--- config.mk ---
export PLATFORM = sky130hd
export DESIGN_NAME = smart_home_input
export DESIGN_NICKNAME = d
export VERILOG_FILES = /design/src/rtl/smart_home_pkg.sv /design/src/rtl/button_debounce.sv /design/src/rtl/smart_home_input.sv
export SDC_FILE = /design/constraint.sdc
export NUM_CORES = 1
export LEC_CHECK = 0
export CELL_PAD_IN_SITES_DETAIL_PLACEMENT = 1
export CELL_PAD_IN_SITES_GLOBAL_PLACEMENT = 1
export CORE_ASPECT_RATIO = 1.5
export CORE_MARGIN = 5
export CORE_UTILIZATION = 49
export DETAILED_ROUTE_END_ITERATION = 8
export GPL_TIMING_DRIVEN = 0
export PLACE_DENSITY_LB_ADDON = 0.1
export SYNTH_ARGS = -nofsm -noshare
export SYNTH_HDL_FRONTEND = slang
export SYNTH_SLANG_ARGS = --single-unit
export TNS_END_PERCENT = 5
--- constraint.sdc ---
create_clock -name clk -period 2.5 [get_ports clk]
set_input_delay 0.5 -clock clk [delete_from_list [all_inputs] [get_ports clk]]
set_output_delay 0.5 -clock clk [all_outputs]
set_load 0.05 [all_outputs]
--- src/rtl/smart_home_pkg.sv ---
// Shared types and constants for the smart-home input front end:
// conversion FSM states, sensor frame geometry and temperature range.
package smart_home_pkg;

  typedef enum logic [1:0] {
    ST_IDLE,
    ST_SHIFT,
    ST_UPDATE
  } conv_state_t;

  localparam int TEMP_MAX   = 31;
  localparam int FRAME_BITS = 9;
  localparam int TEMP_W     = 5;

  // Clamp the full 8-bit reading so values above the range pin at TEMP_MAX.
  function automatic logic [TEMP_W-1:0] saturate_temp(input logic [7:0] data);
    if (data > 8'(TEMP_MAX)) return TEMP_W'(TEMP_MAX);
    return data[TEMP_W-1:0];
  endfunction

endpackage

--- src/rtl/button_debounce.sv ---
// Push-button conditioning: two-flop synchronizer, stability counter and a
// single-cycle pulse on each accepted press.
module button_debounce #(
  parameter int DEBOUNCE_CYCLES = 4
) (
  input  logic clk,
  input  logic rst,
  input  logic button_raw,
  output logic button
);

  localparam int CNT_W = $clog2(DEBOUNCE_CYCLES + 1);

  logic             sync_meta;
  logic             sync_q;
  logic             level;
  logic [CNT_W-1:0] stable_cnt;
  logic             accept;

  assign accept = (sync_q != level) && (stable_cnt == CNT_W'(DEBOUNCE_CYCLES - 1));

  always_ff @(posedge clk or negedge rst) begin
    if (!rst) begin
      sync_meta <= 1'b0;
      sync_q    <= 1'b0;
    end else begin
      sync_meta <= button_raw;
      sync_q    <= sync_meta;
    end
  end

  // A sample matching the current level restarts the stability count.
  always_ff @(posedge clk or negedge rst) begin
    if (!rst) begin
      level      <= 1'b0;
      stable_cnt <= '0;
      button     <= 1'b0;
    end else begin
      button <= accept && sync_q;
      if (sync_q == level) begin
        stable_cnt <= '0;
      end else if (accept) begin
        level      <= sync_q;
        stable_cnt <= '0;
      end else begin
        stable_cnt <= stable_cnt + CNT_W'(1);
      end
    end
  end

endmodule

--- src/rtl/smart_home_input.sv ---
// Smart-home input front end: debounced push-button plus a periodic serial
// temperature-sensor reader with saturation and malformed-frame flagging.
module smart_home_input
  import smart_home_pkg::*;
#(
  parameter int DEBOUNCE_CYCLES = 4,
  parameter int SCLK_DIV        = 2,
  parameter int SAMPLE_INTERVAL = 64
) (
  input  logic              clk,
  input  logic              rst,
  input  logic              button_raw,
  input  logic              sensor_sdo,
  output logic              sensor_cs_n,
  output logic              sensor_sclk,
  output logic              button,
  output logic [TEMP_W-1:0] temperature,
  output logic              temp_valid,
  output logic              sensor_err
);

  localparam int HALF_PERIODS = 2 * FRAME_BITS;
  localparam int IDLE_W       = $clog2(SAMPLE_INTERVAL + 1);
  localparam int DIV_W        = $clog2(SCLK_DIV + 1);
  localparam int HALF_W       = $clog2(HALF_PERIODS + 1);

  conv_state_t           state;
  conv_state_t           next_state;
  logic [IDLE_W-1:0]     idle_cnt;
  logic [DIV_W-1:0]      div_cnt;
  logic [HALF_W-1:0]     half_cnt;
  logic                  sclk_phase;
  logic [FRAME_BITS-1:0] frame;
  logic                  idle_done;
  logic                  half_end;
  logic                  shift_done;
  logic                  sample_edge;

  button_debounce #(
    .DEBOUNCE_CYCLES(DEBOUNCE_CYCLES)
  ) u_button_debounce (
    .clk        (clk),
    .rst        (rst),
    .button_raw (button_raw),
    .button     (button)
  );

  assign idle_done   = (idle_cnt == IDLE_W'(SAMPLE_INTERVAL - 1));
  assign half_end    = (div_cnt == DIV_W'(SCLK_DIV - 1));
  assign shift_done  = half_end && (half_cnt == HALF_W'(HALF_PERIODS - 1));
  assign sample_edge = (state == ST_SHIFT) && sclk_phase && (div_cnt == '0);

  always_ff @(posedge clk or negedge rst) begin
    if (!rst) state <= ST_IDLE;
    else      state <= next_state;
  end

  always_comb begin
    next_state = state;
    case (state)
      ST_IDLE:   if (idle_done) next_state = ST_SHIFT;
      ST_SHIFT:  if (shift_done) next_state = ST_UPDATE;
      ST_UPDATE: next_state = ST_IDLE;
      default:   next_state = ST_IDLE;
    endcase
  end

  always_comb begin
    sensor_cs_n = 1'b1;
    sensor_sclk = 1'b0;
    if (state == ST_SHIFT) begin
      sensor_cs_n = 1'b0;
      sensor_sclk = sclk_phase;
    end
  end

  // Counters are only live in their own state so every conversion starts clean.
  always_ff @(posedge clk or negedge rst) begin
    if (!rst) begin
      idle_cnt   <= '0;
      div_cnt    <= '0;
      half_cnt   <= '0;
      sclk_phase <= 1'b0;
      frame      <= '0;
    end else begin
      idle_cnt   <= '0;
      div_cnt    <= '0;
      half_cnt   <= '0;
      sclk_phase <= 1'b0;
      if (state == ST_IDLE && !idle_done) idle_cnt <= idle_cnt + IDLE_W'(1);
      if (state == ST_SHIFT) begin
        if (half_end) begin
          half_cnt   <= half_cnt + HALF_W'(1);
          sclk_phase <= ~sclk_phase;
        end else begin
          div_cnt    <= div_cnt + DIV_W'(1);
          half_cnt   <= half_cnt;
          sclk_phase <= sclk_phase;
        end
      end
      if (sample_edge) frame <= {frame[FRAME_BITS-2:0], sensor_sdo};
    end
  end

  // A set null bit marks the frame malformed and leaves the reading untouched.
  always_ff @(posedge clk or negedge rst) begin
    if (!rst) begin
      temperature <= '0;
      temp_valid  <= 1'b0;
      sensor_err  <= 1'b0;
    end else begin
      temp_valid <= 1'b0;
      if (state == ST_UPDATE) begin
        if (!frame[FRAME_BITS-1]) begin
          temperature <= saturate_temp(frame[7:0]);
          temp_valid  <= 1'b1;
          sensor_err  <= 1'b0;
        end else begin
          sensor_err <= 1'b1;
        end
      end
    end
  end

endmodule

### Word level (Yosys, flattened, before mapping)

Index checks and enable logic that the tools add are counted.

* add/subtract/negate cells: 4
* $lt $le $gt $ge: 1
* equal/unequal tests: 11
* muxes and demuxes: 22
* bitwise operators: 3
* reduce and logical (&&, ||, !) cells: 12

Operator list (number)
* 5-bit two-way mux: 4
* 1-bit two-way mux: 10
* 8-bit by 5-bit greater-than comparator with 1-bit output, second input constant: 1
* 2-bit two-way mux: 4
* 7-bit by 1-bit adder with 7-bit output, second input constant: 1
* 7-bit by 6-bit == test with 1-bit output, second input constant: 1
* 7-bit two-way mux: 1
* 1-bit logical AND: 6
* 3-bit two-way mux: 2
* 2-bit inequality test, second input constant: 3
* 2-bit AND reduction: 3
* 5-bit by 1-bit adder with 5-bit output, second input constant: 1
* 5-bit == test, second input constant: 1
* 2-bit by 1-bit == test with 1-bit output, second input constant: 2
* 2-bit zero test: 2
* 2-bit one-hot mux with 2 select lines: 1
* 3-bit by 1-bit adder with 3-bit output, second input constant: 1
* 3-bit by 2-bit == test with 1-bit output, second input constant: 1
* 1-bit NOT: 3
* 2-bit by 1-bit adder with 2-bit output, second input constant: 1
* 2-bit == test, second input constant: 1
* 1-bit == test: 1
* 1-bit zero test: 1
* 1-bit inequality test: 1

* bits in registers: 40
* output and inout port bits: 10
* word-level logic and storage cells: 67

### Logic depth before layout (Yosys ltp)

* depth in word-level cells: 5
* mapped depth: 5

### By module

Synthesis repeated with hierarchy kept, for this count alone.

* cell total of the unflattened synthesis: 124
* area total of the unflattened synthesis: 1656.6 µm²

By module, submodules not included
* smart_home_input: instances 1, cells each 109, area an instance 1400.1 µm²
* button_debounce: instances 1, cells each 15, area an instance 256.5 µm²

### Worst setup path before layout

Ideal clock, no wire load.

* path type: flip-flop to output port
* start: register state[1]
* end: output sensor_sclk
* arrival: 1.743 ns
* path slack: 0.257 ns
* cell stages (with the launch flop): 4
* cells stage by stage: dfrtp_1 nand2b_1 clkbuf_1 nor2_1

* cells in the longest elaborated chain, start to end: 2

Ends and longest elaborated chain
* from (decl): RTL line smart_home_input.sv:27 `conv_state_t state;`
* from (signal assigned): RTL line smart_home_input.sv:55 `else state <= next_state;`
* 2-bit by 1-bit == test with 1-bit output: RTL line smart_home_input.sv:71 `if (state == ST_SHIFT) begin`
* 1-bit two-way mux: RTL line smart_home_input.sv:71
* to (decl): RTL line smart_home_input.sv:15 `output logic sensor_sclk,`

Every way passes these cells.

### Final worst setup path

Same ends and word-level chain as after synthesis.

==> flow_summary.yaml <==
status:
  outcome: "finished clean"
global_routing:
  grt_pass1_vias: 1176
  antenna_found_initial: 0
  grt_start_max_net_pins: 41
  grt.total_usage: 0.163
  grt_first_pass_wirelength_um: 5560
  residual_overflow_from_global_routing: 0
drt:
  drt_pre_antenna_iters: 3
  postRouteAntennaNets: 0
  drt-wirelength-per-cell_um: 16.6
  via_per_inst: 5.39
  route.vias.total: 998
  drt_iter0_drc: 33
  postRouteWirelength_um: 3070
  detail_route.drc_violations: 0
floorplanning:
  floorplan.die.width_um: 57.2
  start_util: 0.512
  floorplan.rows: 25
  boundaryPins: 14
  placeableCoreArea_um2: 3190
  die_y_um: 80.7
  die-area_um2: 4610
cells_and_area:
  antennaDiodeCount: 0
  share_of_post_route_cells_with_drive_strength_above_1: 0.166
  sequential_cell_area_um2: 1000
  syn2layout_area_growth_pct: 15.1
  multi_input_comb_area_um2: 607
  finish.net_count: 153
  n_fill_cell: 345
  post_layout_nonfiller_instances: 185
cts:
  cts_setup_buffers: 0
  clock_root_buffer: "clkbuf_8"
  cts_made_buffers: 5
  clockBufferDepth: 2
  cts_repair_resize_count: 2
  clkSlewWorstSetupHoldPaths_ps: 70
  cts_tree: "done"
  cts.sink_count: 40
  htree_depth: 2
  post_cts_hold_buffer_count: 0
  worstSkewPairLatency_ps: 290
sta:
  skew_ps: 6.08
  layout_worst_path_cycle_share: 0.939
  worst_slew_pin_slew_ps: 884
  maxClockFrequency_ghz: 0.426
  final.setup.tns_ps: 0
  headroom_to_the_max_slew_limit: 0.411
  timing.final.max_slew_violations: 0
  rsz0062_at_grt: "false"
  report.final.hold_viol_count: 0
  final.hold.worst_slack_ps: 330
  setup-violations-final: 0
  post-route-min-period_ps: 2350
worst_setup_path:
  crit_path_top_delay_cell: "dlygate4sd2_1"
  slowest_delay_ps: 540
  cp-end-kind: "primary output"
  cp_data_required_time_ps: 2000
  r2r-end: "idle_cnt[3]"
  critical_path.startpoint_type: "flop"
  length_in_cells_of_the_worst_reg_to_reg_path: 4
  cp_data_arrival_time_ps: 1850
  r2r_start: "idle_cnt[0]"
  critical_path.startpoint: "state[1]"
  cp_cell_sequence: "nand2b_1 > clkbuf_1 > nor2_1 > dlygate4sd2_1"
  path_class: "reg2out"
  path_max_fanout: 9
  regToRegSetupSlack_ps: 1040
pwr:
  power.internal_w: 0.000896
  powerDensity_nw_per_um2: 615
  comb_power_share: 0.062
  vdd_ir_drop_max_v: 0.000490
  clkPwrFrac: 0.344
  p_leak_nw: 0.880
  swShare: 0.225
  power.share.sequential: 0.594
  p_switching_w: 0.000261
placed_design:
  io_buffers: 13
  placed_cells: 178
  gpl.final_weighted_congestion: 0.729
  place.detailed.hpwl_um: 2170
yosys:
  seq_area_frac_synth: 0.613
  synthesis.area_per_instance_um2: 13.1
  synth.yosys.warnings: 0
  synth_edf_count: 0
  synth.top_cell.area_share: 0.613
  ys_async_sr_fraction: 1.00
  postSynthNetCount: 133
  netlist_top_cells_count: "40 x dfrtp_1, 11 x mux2_2, 9 x nor2_1, 6 x nand2_1"
  ys_dominant_reg_cell: "dfrtp_1"
  synthCells: 125
  mappedNetlistArea_um2: 1630
  yosys.area.top_type: "dfrtp_1"
  yosysMostFrequentCell: "dfrtp_1"
  synthTopCellsByArea: "dfrtp_1 61%, mux2_2 7.6%, ha_1 3.1%, o22a_1 2.7%, nor3b_4 2.3%"
  yosys_register_bits: 40
  netlist-cell-type-count: 32
worst_hold_path:
  worstHoldPathType: "in2async"
run:
  drv_cap: 0
-- worst max-delay path by stage --
stage | slack (ps) | depth (start not counted) | endpoint
2_1_floorplan | 260 | 3 | sensor_sclk
3_3_place_gp | 70 | 1 | temperature[2]
3_5_place_dp | 110 | 3 | sensor_cs_n
4_1_cts | 80 | 3 | sensor_cs_n
5_1_grt | 10 | 4 | sensor_sclk
6_report | 150 | 4 | sensor_sclk
-- cells by family (layout without fill, tap and decap cells) --
kind of cell | count (synthesis) | after routing | synth area share
AND/OR/NAND/NOR | 42 | 42 | 0.161
flip-flops | 40 | 40 | 0.613
AO/OA/AOI/OAI | 17 | 17 | 0.0720
multiplexers | 11 | 11 | 0.0758
XOR/XNOR | 6 | 6 | 0.0322
buffers and inverters | 5 | 25 | 0.0161
adder cells (fa/ha/maj) | 4 | 4 | 0.0306
-- registers in the layout, indices dropped and copies added, names as in the netlist --
signal and count:
temp_valid 1, sclk_phase 1, sensor_err 1, half_cnt 5, idle_cnt 7, frame 9, u_button_debounce.sync_q 1, temperature 5
state 2, div_cnt 2, u_button_debounce.level 1, u_button_debounce.button 1, u_button_debounce.stable_cnt 3, u_button_debounce.sync_meta 1
-- through the flow --
stage / total power, W / instance area [um^2] / utilization / setup WS [ps]
6_report: 0.00116 / 1880 / 0.589 / 154
5_1_grt: 0.00122 / 1880 / 0.589 / 14.1
3_5_place_dp: 0.000775 / 1810 / 0.567 / 108
2_1_floorplan: 0.000742 / 1630 / - / 257
4_1_cts: 0.00118 / 1880 / 0.591 / 84.3
3_3_place_gp: 0.000767 / 1810 / 0.569 / 71.2
-- critical path, delay by kind of cell, from the launching register on --
kind                   cells  cell delay [ps]
flip-flops                 1              490
buffers and inverters      2              760
AND/OR/NAND/NOR            2              320
-- layer usage --
metal	GRT usage	vias to the layer above	wire (um)
li1	-	470	-
met1	0.178	509	1180
met2	0.285	13	1700
met3	0.0418	6	113
met4	0.0905	0	83
met5	0	-	0
-- final cells by class --
type / instances / area share
Buffer: 2 / 0.00798
Clock buffer: 6 / 0.0386
Clock inverter: 1 / 0.00266
Sequential cell: 40 / 0.532
Multi-Input combinational cell: 80 / 0.323
Inverter: 3 / 0.00599
Timing Repair Buffer: 13 / 0.0632
Tap cell: 40 / 0.0266
-- power by group through the flow --
stage | clock network [W] | registers, W | logic (W)
2_1_floorplan | 0 | 0.000700 | 0.0000427
3_3_place_gp | 0 | 0.000697 | 0.0000699
3_5_place_dp | 0 | 0.000701 | 0.0000738
4_1_cts | 0.000421 | 0.000688 | 0.0000729
5_1_grt | 0.000448 | 0.000691 | 0.0000841
6_report | 0.000398 | 0.000688 | 0.0000713
-- layout by cell type, fill, tap and decap left out, drive strengths merged, types with 2 or more instances in the layout --
cell type      instances
nor3                   5
nand2                  7
clkbuf                 8
nor2                   9
o22a                   5
buf                    2
dfrtp                 40
mux2                  11
xor2                   3
a21oi                  4
clkdlybuf4s50         10
ha                     4
nand3                  4
or3                    3
xnor2                  3
nand2b                 3
nor2b                  2
inv                    3
o21ai                  3
nand3b                 2
nor3b                  3
No activity file was read; power rests on OpenSTA's default activity.
